--- src/rtl/decode_execute.sv ---
// Two-cycle FETCH/EXEC sequencer with a 4-bit accumulator ALU, flags and PC strobes.
// Define DECODE_HALT_EN to make opcode F enter a terminal HALT state; otherwise F is a NOP.
module decode_execute (
    input  logic        clk,
    input  logic        reset,
    input  logic        run,
    input  logic [3:0]  instruccion,
    input  logic [3:0]  operando,
    input  logic [11:0] pc,
    input  logic [3:0]  data_in,
    output logic        enabled_fetch,
    output logic        enabledCounter,
    output logic        loadCounter,
    output logic [11:0] jump_addr,
    output logic [3:0]  acc,
    output logic [3:0]  data_out,
    output logic        carry,
    output logic        zero,
    output logic        halted
);

    typedef enum logic [1:0] {
        IDLE  = 2'd0,
        FETCH = 2'd1,
        EXEC  = 2'd2,
        HALT  = 2'd3
    } state_t;

    state_t      state_q, state_d;
    logic [3:0]  acc_q, acc_d;
    logic [3:0]  data_out_q, data_out_d;
    logic        carry_q, carry_d;
    logic        zero_q, zero_d;

    logic [4:0]  sum_ext;
    logic [3:0]  diff;
    logic        no_borrow;
    logic        taken;
    logic        halt_op;
    logic        unused_pc_low;

    // The low PC nibble is replaced by the operand: jumps never leave the page.
    assign jump_addr     = {pc[11:4], operando};
    assign unused_pc_low = ^pc[3:0];

    assign sum_ext   = {1'b0, acc_q} + {1'b0, operando};
    assign diff      = acc_q - operando;
    assign no_borrow = (acc_q >= operando);

`ifdef DECODE_HALT_EN
    assign halt_op = (instruccion == 4'hF);
    assign halted  = (state_q == HALT);
`else
    assign halt_op = 1'b0;
    assign halted  = 1'b0;
`endif

    always_comb begin
        state_d        = state_q;
        acc_d          = acc_q;
        data_out_d     = data_out_q;
        carry_d        = carry_q;
        zero_d         = zero_q;
        enabled_fetch  = 1'b0;
        enabledCounter = 1'b0;
        loadCounter    = 1'b0;
        taken          = 1'b0;

        case (state_q)
            IDLE: begin
                if (run) begin
                    state_d = FETCH;
                end
            end
            FETCH: begin
                enabled_fetch = 1'b1;
                state_d       = EXEC;
            end
            EXEC: begin
                state_d = halt_op ? HALT : FETCH;
                case (instruccion)
                    4'h1: begin
                        acc_d  = operando;
                        zero_d = (operando == 4'h0);
                    end
                    4'h2: begin
                        acc_d   = sum_ext[3:0];
                        carry_d = sum_ext[4];
                        zero_d  = (sum_ext[3:0] == 4'h0);
                    end
                    4'h3: begin
                        acc_d   = diff;
                        carry_d = no_borrow;
                        zero_d  = (diff == 4'h0);
                    end
                    4'h4: begin
                        acc_d  = acc_q & operando;
                        zero_d = ((acc_q & operando) == 4'h0);
                    end
                    4'h5: begin
                        acc_d  = acc_q | operando;
                        zero_d = ((acc_q | operando) == 4'h0);
                    end
                    4'h6: begin
                        acc_d  = acc_q ^ operando;
                        zero_d = ((acc_q ^ operando) == 4'h0);
                    end
                    4'h7: begin
                        carry_d = no_borrow;
                        zero_d  = (diff == 4'h0);
                    end
                    4'h8: begin
                        acc_d  = data_in;
                        zero_d = (data_in == 4'h0);
                    end
                    4'h9: data_out_d = acc_q;
                    // Conditional jumps test the flags as they stand before this edge.
                    4'hA: taken = 1'b1;
                    4'hB: taken = carry_q;
                    4'hC: taken = ~carry_q;
                    4'hD: taken = zero_q;
                    4'hE: taken = ~zero_q;
                    default: ;
                endcase
                loadCounter    = taken;
                enabledCounter = ~taken & ~halt_op;
            end
            HALT: state_d = HALT;
            default: state_d = IDLE;
        endcase
    end

    always_ff @(posedge clk or negedge reset) begin
        if (!reset) begin
            state_q    <= IDLE;
            acc_q      <= 4'h0;
            data_out_q <= 4'h0;
            carry_q    <= 1'b0;
            zero_q     <= 1'b0;
        end else begin
            state_q    <= state_d;
            acc_q      <= acc_d;
            data_out_q <= data_out_d;
            carry_q    <= carry_d;
            zero_q     <= zero_d;
        end
    end

    assign acc      = acc_q;
    assign data_out = data_out_q;
    assign carry    = carry_q;
    assign zero     = zero_q;

endmodule

--- config.mk ---
export PLATFORM = sky130hd
export DESIGN_NAME = decode_execute
export DESIGN_NICKNAME = d
export VERILOG_FILES = /design/src/rtl/decode_execute.sv
export SDC_FILE = /design/constraint.sdc
export NUM_CORES = 1
export LEC_CHECK = 0
export CELL_PAD_IN_SITES_DETAIL_PLACEMENT = 0
export CELL_PAD_IN_SITES_GLOBAL_PLACEMENT = 2
export CORE_AREA = 5 5 59 114
export DETAILED_ROUTE_END_ITERATION = 10
export DIE_AREA = 0 0 64 119
export GPL_ROUTABILITY_DRIVEN = 0
export MAX_ROUTING_LAYER = met4
export PLACE_DENSITY_LB_ADDON = 0.1
export SLEW_MARGIN = 20
export SYNTH_ARGS = -nofsm -noshare
export SYNTH_HDL_FRONTEND = slang
export SYNTH_SLANG_ARGS = --single-unit
--- constraint.sdc ---
create_clock -name clk -period 5 [get_ports clk]
set_input_delay 0.5 -clock clk [delete_from_list [all_inputs] [get_ports clk]]
set_output_delay 0.5 -clock clk [all_outputs]
set_load 0.05 [all_outputs]
==> flow_metrics.py <==
metrics = {
    "finish": {
        "final_nets": 249,
        "num_antenna_cells": 0,
        "multiInputGateArea_um2": 993,
        "fill_cells": 639,
        "ff_latch_area_um2": 300,
        "syn_to_final_growth_pct": 21.1,
        "drive_gt1_frac": 0.0435,
    },
    "min_path": {
        "hold_path_depth": 0,
        "hold_class": "reg2reg",
    },
    "sta": {
        "setup_viol": 0,
        "drv_slew": 0,
        "hold_viol_final": 0,
        "rsz0062_at_grt": "false",
        "min_period_over_period": 0.681,
        "fin_skew_ps": 4.99,
        "clock.fmax_ghz": 0.294,
        "slew_headroom": 0.414,
        "tightest_slew_ps": 876,
        "setup_tns_ps": 0,
        "layout_min_cycle_time_ps": 3400,
    },
    "synthesis": {
        "synth_area_leaders": "dfrtp_1 (20%), ha_1 (10%), buf_4 (6.5%)",
        "synth_simple_gate_area_frac": 0.270,
        "synth_seq_area_share": 0.199,
        "async_flop_share": 1.00,
        "yosysTopAreaCell": "dfrtp_1",
        "syn_area_um2": 1510,
        "ys_warn_count": 0,
        "synth_top_area_frac": 0.199,
        "ys.flop_type": "dfrtp_1",
        "avgSynthCellArea_um2": 7.69,
        "synth_top_family_by_area": "simple AND/OR/NAND/NOR gates",
        "syn_nets": 237,
        "ys_types": 54,
        "yosys.area_share.adder": 0.126,
        "synth_xor_area_frac": 0.0116,
        "synth.area.mux_share": 0,
        "yosys-top-cells-count": "nand2_1 (15), nor2_1 (15), a21oi_1 (13), buf_4 (13)",
        "synth-edff-count": 0,
        "synthCells": 196,
        "ys_ff_latch": 12,
        "synth_compound_area_frac": 0.249,
    },
    "placed_design": {
        "io_buffers": 31,
        "dp_hpwl_um": 4090,
    },
    "clocking": {
        "cts_tree": "built",
        "cts_resized": 0,
        "path_clk_slew_ps": 50,
        "clk_latency_ps": 250,
        "cts_buffer_depth": 2,
        "cts_hold_buf": 0,
        "cts_root_buf": "clkbuf_16",
        "htreeDepth": 1,
        "numCtsBuffers": 3,
        "cts.sinks": 12,
        "cts_setup_buffers": 0,
    },
    "global_routing": {
        "grt_pass1_vias": 1474,
        "grt_pass1_wl_um": 8100,
        "grt-ovfl-total": 0,
        "antenna_found_initial": 0,
        "grt_use_total": 0.140,
        "grt_max_degree": 29,
    },
    "worst_setup_path": {
        "crit_required_ps": 4500,
        "path_class": "in2out",
        "critPathMaxFanout": 25,
        "cp-end-kind": "output port",
        "rr_worst_depth": 8,
        "worstPathArrival_ps": 2900,
        "start_kind": "primary input",
    },
    "floorplan": {
        "ios": 53,
        "coreArea_um2": 5710,
        "die_area_um2": 7620,
        "initial_core_util": 0.264,
        "die_w_um": 64,
        "die_y_um": 119,
        "num_rows": 39,
    },
    "pwr": {
        "ir_drop_mv": 0.215,
        "power_w": 0.000809,
        "power.leakage_nw": 0.755,
        "powerDensity_nw_per_um2": 443,
    },
    "drt": {
        "ant_nets": 0,
        "wl_per_cell_um": 18.8,
        "routed_wl_um": 5040,
        "drc": 0,
        "drt_pass1_iterations": 4,
        "viasPerCell": 5.39,
        "drt-initial-drc-count": 87,
        "vias": 1444,
    },
    "job": {
        "maxCapViolations": 0,
    },
    "outcome": {
        "status": "completed",
    },
}
[final timing paths]
check                                       startpoint                       to  slack (ps)
worst max register to register      acc[0]$_DFFE_PN0P_         zero$_DFFE_PN0P_        2600
worst min register to register  state_q[0]$_DFFE_PN0P_   state_q[1]$_DFFE_PN0P_         400
max in group asynchronous                        reset  data_out[0]$_DFFE_PN0P_        3960
worst min-delay path            state_q[0]$_DFFE_PN0P_   state_q[1]$_DFFE_PN0P_         400
min in group asynchronous                        reset       acc[1]$_DFFE_PN0P_         640
worst max-delay path                    instruccion[0]              loadCounter        1600
[power breakdown]
group / switching, W / internal (W)
Clock: 0.0000485 / 0.000121
Sequential: 0.0000294 / 0.000130
Combinational: 0.000305 / 0.000176
[metrics by stage]
stage                     cells  utilization  worst slack, ps  cell area [um^2]  hold slack (ps)
after floorplan             196            -             2530              1510              204
after global placement      264        0.304             1580              1740              389
after detailed placement    264        0.304             1600              1740              391
after CTS                   268        0.320             1600              1830              409
after global routing        268        0.320             1450              1830              427
final                       268        0.320             1600              1830              402
[flip-flops by register name (all words and copies together), names as in the netlist]
| name | flops |
|---|---|
| data_out | 4 |
| acc | 4 |
| state_q | 2 |
| carry | 1 |
| zero | 1 |
[per-layer routing]
metal	track usage	part of all wire	vias to the layer above	routed length [um]
met3	0.0188	0.035	6	178
met2	0.261	0.58	49	2900
met4	0.0390	0.017	0	85
li1	-	-	707	-
met1	0.148	0.37	682	1870
met5	-	0	-	0
[logic make-up after synthesis]
group                    count (synthesis)
other                                    1
buffers and inverters                   38
AND/OR/NAND/NOR                         72
XOR/XNOR                                 2
flip-flops                              12
AO/OA/AOI/OAI                           57
adder cells (fa/ha/maj)                 14
[worst max-delay path, stage by stage]
cell and delay [ps]:
clkdlybuf4s50_1 860, a21oi_1 290, o21ai_0 120, o21ai_1 160, and3_1 170, clkdlybuf4s50_1 800
[cell usage in the layout, fill, tap and decap left out, types with 3 or more instances in the layout]
cell,synthesis,final
a21oi_1,13,13
ha_1,12,12
nor2b_1,10,10
nor2_1,15,15
clkbuf_16,0,3
nand2_1,15,15
dfrtp_1,12,12
o21ai_1,6,6
clkdlybuf4s50_1,0,31
nand2b_1,5,5
inv_1,12,12
nor4_1,3,3
o22ai_1,5,5
o21ai_0,9,9
nor3b_1,3,3
[cell type report]
| cell class | count | area share |
|---|---|---|
| Clock buffer | 4 | 0.0487 |
| Timing Repair Buffer | 32 | 0.174 |
| Sequential cell | 12 | 0.164 |
| Multi-Input combinational cell | 146 | 0.544 |
| Tap cell | 61 | 0.0418 |
| Inverter | 13 | 0.0267 |
(Power assumes the default switching activity.)
